`config.mk`:
```
export PLATFORM = sky130hd
export DESIGN_NAME = stream_dmux
export DESIGN_NICKNAME = d
export VERILOG_FILES = /design/src/rtl/stream_dmux.sv
export SDC_FILE = /design/constraint.sdc
export NUM_CORES = 1
export LEC_CHECK = 0
export BUFFER_PORTS_ARGS = -buffer_cell sky130_fd_sc_hd__clkbuf_2
export CAP_MARGIN = 20
export CORE_MARGIN = 4
export CORE_UTILIZATION = 35
export DETAILED_ROUTE_END_ITERATION = 10
export RECOVER_POWER = 100
export SYNTH_ARGS = -nofsm -noshare
export SYNTH_HDL_FRONTEND = slang
export SYNTH_SLANG_ARGS = --single-unit
```
`constraint.sdc`:
```
create_clock -name clk -period 4.22 [get_ports clk]
set_input_delay 0.211 -clock clk [delete_from_list [all_inputs] [get_ports clk]]
set_output_delay 0.211 -clock clk [all_outputs]
set_load 0.005 [all_outputs]
```
`src/rtl/stream_dmux.sv`:
```
// Valid/ready stream demultiplexer: one producer fanned out to N_CH sinks,
// each with a one-entry output register, plus broadcast and an out-of-range error flag.
module stream_dmux #(
    parameter int DATA_W = 8,
    parameter int N_CH   = 8,
    parameter int SEL_W  = 3
) (
    input  logic                   clk,
    input  logic                   rst,
    input  logic [DATA_W-1:0]      in_data,
    input  logic [SEL_W-1:0]       in_sel,
    input  logic                   in_bcast,
    input  logic                   in_valid,
    output logic                   in_ready,
    output logic [N_CH*DATA_W-1:0] out_data,
    output logic [N_CH-1:0]        out_valid,
    input  logic [N_CH-1:0]        out_ready,
    output logic                   err_sel,
    input  logic                   clr_err
);

    logic [N_CH-1:0]        slot_free;
    logic [N_CH-1:0]        sel_onehot;
    logic [N_CH-1:0]        target;
    logic                   sel_in_range;
    logic                   accept;

    logic [N_CH-1:0]        valid_d, valid_q;
    logic [N_CH*DATA_W-1:0] data_d, data_q;
    logic                   err_d, err_q;

    assign slot_free = ~valid_q | out_ready;

    // A select beyond N_CH matches no channel, so an empty one-hot means out of range.
    always_comb begin
        sel_onehot = '0;
        for (int i = 0; i < N_CH; i++) begin
            if (in_sel == SEL_W'(i)) begin
                sel_onehot[i] = 1'b1;
            end
        end
    end

    assign sel_in_range = |sel_onehot;

    always_comb begin
        in_ready = 1'b1;
        if (in_bcast) begin
            in_ready = &slot_free;
        end else if (sel_in_range) begin
            in_ready = |(sel_onehot & slot_free);
        end
    end

    assign accept = in_valid & in_ready;

    always_comb begin
        target = '0;
        if (accept) begin
            target = in_bcast ? {N_CH{1'b1}} : sel_onehot;
        end
    end

    always_comb begin
        valid_d = valid_q;
        data_d  = data_q;
        for (int i = 0; i < N_CH; i++) begin
            if (target[i]) begin
                valid_d[i]                  = 1'b1;
                data_d[i*DATA_W +: DATA_W]  = in_data;
            end else if (out_ready[i]) begin
                valid_d[i] = 1'b0;
            end
        end
    end

    // A new error wins over a simultaneous clear.
    always_comb begin
        err_d = err_q;
        if (accept && !in_bcast && !sel_in_range) begin
            err_d = 1'b1;
        end else if (clr_err) begin
            err_d = 1'b0;
        end
    end

    always_ff @(posedge clk or posedge rst) begin
        if (rst) begin
            valid_q <= '0;
            data_q  <= '0;
            err_q   <= 1'b0;
        end else begin
            valid_q <= valid_d;
            data_q  <= data_d;
            err_q   <= err_d;
        end
    end

    assign out_valid = valid_q;
    assign out_data  = data_q;
    assign err_sel   = err_q;

endmodule
```
; Word-level counts from Yosys, hierarchy flattened
; Cells that the tools add are included.
[totals]
out_inout_bits = 74
in_bits = 24
ff_bits = 73
word_cells = 75
[classes]
reduce_logical = 17
n_bitwise = 4
eq_ne = 7
mux = 30
[ops]
columns = op, n
row1 = $mux 1, 28
row2 = $reduce_bool 2->1, 9
row3 = $mux 8, 2
row4 = $reduce_or 8->1, 2
row5 = $eq 3x3->1 const B, 4
row6 = $and 8x8->8, 1
row7 = $not 8->8, 1
row8 = $or 8x8->8, 1
row9 = $reduce_and 8->1, 1
row10 = $eq 3x2->1 const B, 2
row11 = $eq 3x1->1 const B, 1
row12 = $logic_not 3->1, 1
row13 = $logic_and 1x1->1, 2
row14 = $logic_not 1->1, 2
row15 = $and 1x1->1, 1

; Depth between registers and ports, before layout
[depth]
word_depth = 10
depth_mapped = 8
depth_no_buf = 6

; Least setup slack after synthesis
; No wires, ideal clock.
[synth_timing]
path_type = reg2reg
start = register valid_q[2], in the netlist out_valid[2]
end = register data_q[32], in the netlist out_data[32]
period_less_slack_ps = 2016
path_buffers = 1
required_ps = 4095
arrival_time_ps = 1891
setup_ps = 125
path_stages_with_launch = 8
setup_slack_ps = 2204
path_cell_list = dfrtp_1 -> or2b_2 -> mux2i_1 -> o32a_1 -> a31o_2 -> buf_12 -> a21oi_4 -> mux2_4
[synth_via]
elab_chain_cells = 8
elab_cells_between_ends = 9
cone_classes = 3 x mux / 4 x bitwise / 2 x reduce/logical
[synth_rtl]
columns = item, line
row1 = from (decl), 28  ; logic [N_CH-1:0] valid_d, valid_q;
row2 = from (signal assigned), 93  ; valid_q <= valid_d;
row3 = $not 8->8 *, 32  ; assign slot_free = ~valid_q | out_ready;
row4 = $or 8x8->8 *, 32
row5 = $and 8x8->8, 51  ; in_ready = |(sel_onehot & slot_free);
row6 = $reduce_or 8->1, 51
row7 = $mux 1, 50  ; end else if (sel_in_range) begin
row8 = $mux 1 *, 48  ; if (in_bcast) begin
row9 = $and 1x1->1 *, 55  ; assign accept = in_valid & in_ready;
row10 = $mux 8 *, 59  ; if (accept) begin
row11 = to (signal assigned), 94  ; data_q <= data_d;
row12 = to (decl), 29  ; logic [N_CH*DATA_W-1:0] data_d, data_q;
; Mark *: on every way between the ends. The rest lies on a longest branch, timed or not.
; A chain may end at the register's enable or synchronous reset.

; Worst setup path after layout
[layout_timing]
start = register valid_q[2], in the netlist out_valid[2]
end = register data_q[37], in the netlist out_data[37]
; Same word-level chain as after synthesis.

==> summary.txt <==
Outcome
  – Status: finished, violations left
  – Failing checks: capacitance limit, slew limit

Finish
  – Register area: 1827 µm²
  – Multi-input logic area: between 1000 and 1500 µm²
  – Final Util: between 40% and 50%
  – Design Area, Final: 3720 µm²
  – Fill cells: between 800 and 900
  – Layout cell share with drive strength beyond 1: slightly above 40%
  – Ant. Diodes: 0
  – NumNets Final: around 340
  – Syn-to-layout area delta: 20.36%

GRT
  – First-pass GRT wire length: 11.35 mm
  – GRT Util Overall: between 10% and 20%
  – Vias in the first global route: about 2.0k
  – Largest net degree at the start of global routing: 40
  – Grt total ovfl: 0
  – Initial antenna violation count: 0

STA
  – Fmax: 352.0 MHz
  – Final setup vio count: 0
  – Skew final: about 0.010 ns
  – Period Utilization, post-route: between 60% and 70%
  – RSZ-0062 raised after global routing: no
  – Slew Viols, Final: 36
  – Post-Route Setup TNS: 0 ns
  – Worst-Margin Slew: around 2.0 ns
  – Slew Limit Headroom: -30.71%
  – Final Hold Viols: 0
  – Tmin final: 2.841 ns
  – Slack of the critical path: between 1 and 1.5 ns

Place
  – Pre-CTS setup slack: between 1.5 and 2 ns
  – I/O Buffers: 97
  – GP Congestion: about 0.77
  – Post-place instance area: roughly 3700 µm²
  – Detailed Place HPWL: 5.142 mm

Worst setup path
  – CP arrival: 3.06 ns
  – Critical path capture point type: register
  – Startpoint Class: register
  – Crit Path Max Fanout: 9
  – WP data required: between 4 and 5 ns
  – Crit path kind: register to register
  – Worst R2R Path Depth: 6

CTS
  – Clock Path Buffers: 2
  – Register clock-pin slew on the reported worst setup and hold paths: about 0.070 ns
  – CTS tree: built
  – Clk_lat worst skew: ~0.34 ns
  – H-tree levels: 3
  – Total CTS buffers: 9
  – Postcts setup bufs: 0
  – Sink Count: 73
  – CTS Root Cell: clkbuf_8
  – Hold-fix buffers, CTS: 1
  – # resized after CTS: 0

Logic synthesis
  – Synth top area cells: dfrtp_1 59%, mux2_2 20%, a21oi_4 4.2%, mux2_4 3.9%, a21o_1 1.9%
  – Sequential share of the synthesized area: approximately three fifths
  – Library cells used by synthesis: 25
  – Synth Flop Type: dfrtp_1
  – Yosys warnings: 0
  – Syn Area/Cell: about 15 µm²
  – Yosys top cell by area: dfrtp_1
  – Top cells by count, synth: 73 x dfrtp_1, 56 x mux2_2, 10 x inv_1
  – #FFs+latches synth: 73
  – Most common cell in the synthesized netlist: dfrtp_1
  – Post-Syn Instances: between 200 and 250
  – Number of synthesized flops with an enable pin: 0
  – Syn_nets: between 200 and 250
  – Yosys top cell area share: 59.11%
  – Synth async-reset ratio: 100.0%
  – Cell Area, Synth: 3090 µm²

Worst hold path
  – Hold depth: 3
  – Hold Crit Class: primary input to register

Floorplan
  – Initial Util: 35.79%
  – Row Count: 34
  – Chip width: about 100 µm
  – Die span in y: between 100 and 150 µm
  – CORE AREA: roughly 8600 µm²
  – Die area: just over 10000 µm²
  – I/O Pins: about 100

Route
  – 1st-iter DRT viols: between 70 and 80
  – Routed wire per std cell: between 15 and 20 µm
  – Residual DRC: 0
  – Antenna viol nets, final: 0
  – Routed via count: a little over 2k
  – Drt via density: between 4 and 5
  – Pre-Repair DR Iteration Count: 4
  – Routed Wire Length: 7.324 mm

Power
  – Maximum vdd ir drop: 247.4 µV
  – LEAKAGE: 1.725 nW
  – PwrDens: around 580 nW/µm²
  – Final Power: 2.164 mW

Flow run
  – Max_cap viols: 2
==> registers in the layout (all words and copies together), names as in the netlist <==
name	flops
out_data	64
err_sel	1
out_valid	8
==> final timing paths <==
kind                              start            to  slack, ns
max                        out_valid[2]  out_data[37]       1.38
min                        out_ready[4]  out_valid[4]       0.14
max reg2reg                out_valid[2]  out_data[37]       1.38
min reg2reg                out_valid[2]  out_valid[2]       0.50
max in group asynchronous           rst  out_data[61]       1.44
min in group asynchronous           rst  out_data[46]       0.28
==> per-stage QoR <==
step / std cells / hold WS, ns
2_1_floorplan: 208 / 0.2766
3_3_place_gp: 408 / 0.3619
3_5_place_dp: 408 / 0.3695
4_1_cts: 425 / 0.03210
5_1_grt: 425 / 0.1270
6_report: 425 / 0.1355
==> placed cells by master, fill, tap and decap left out, types with 2 or more instances in the layout <==
cell / instances
mux2_2: 57
a21oi_1: 8
mux2_4: 6
a21o_1: 8
mux2i_1: 2
nor2_1: 4
inv_1: 10
dfrtp_1: 73
buf_1: 2
nand2_1: 7
clkbuf_2: 47
clkbuf_1: 50
nand4_1: 2
nand2b_1: 5
and3_2: 2
nor3b_1: 2
clkbuf_8: 11
o21ai_0: 7
==> critical path, cell delays in order (launching register included) <==
cell	delay (ns)
dfrtp_1	0.39
or2b_2	0.17
mux2i_1	0.06
o32a_1	0.29
a31o_1	0.27
a21oi_1	1.12
mux2_2	0.43
==> layout make-up <==
| type | instances | share of cell area, % |
|---|---|---|
| sequential | 73 | 49.11 |
| inverter | 10 | 1.009 |
| timing repair buffer | 99 | 11.74 |
| clock inverter | 4 | 1.379 |
| tap | 108 | 3.633 |
| multi-input combinational | 119 | 28.96 |
| clock buffer | 12 | 4.171 |
==> kinds of logic (layout without fill, tap and decap cells) <==
kind of cell	count (synthesis)	in the layout	share of synthesized area, %
AOI/OAI and AO/OA	28	28	8.705
DFF	73	73	59.11
buffers and inverters	16	125	2.875
and+or+nand+nor	25	25	4.372
muxes	66	66	24.94
==> per-layer routing <==
| metal | GRT usage (%) | part of all wire (%) |
|---|---|---|
| met3 | 5.734 | 8.1 |
| met4 | 4.238 | 1.3 |
| met2 | 21.39 | 45 |
| met1 | 20.67 | 46 |
| met5 | 0 | 0 |
==> power breakdown <==
group	switching [mW]	total, mW	leakage [nW]	internal [mW]
Combinational	0.246	0.557	0.748	0.311
Sequential	0.123	1.05	0.874	0.923
Clock	0.256	0.561	0.103	0.306
Total	0.624	2.16	1.72	1.54
(Power assumes the default switching activity.)
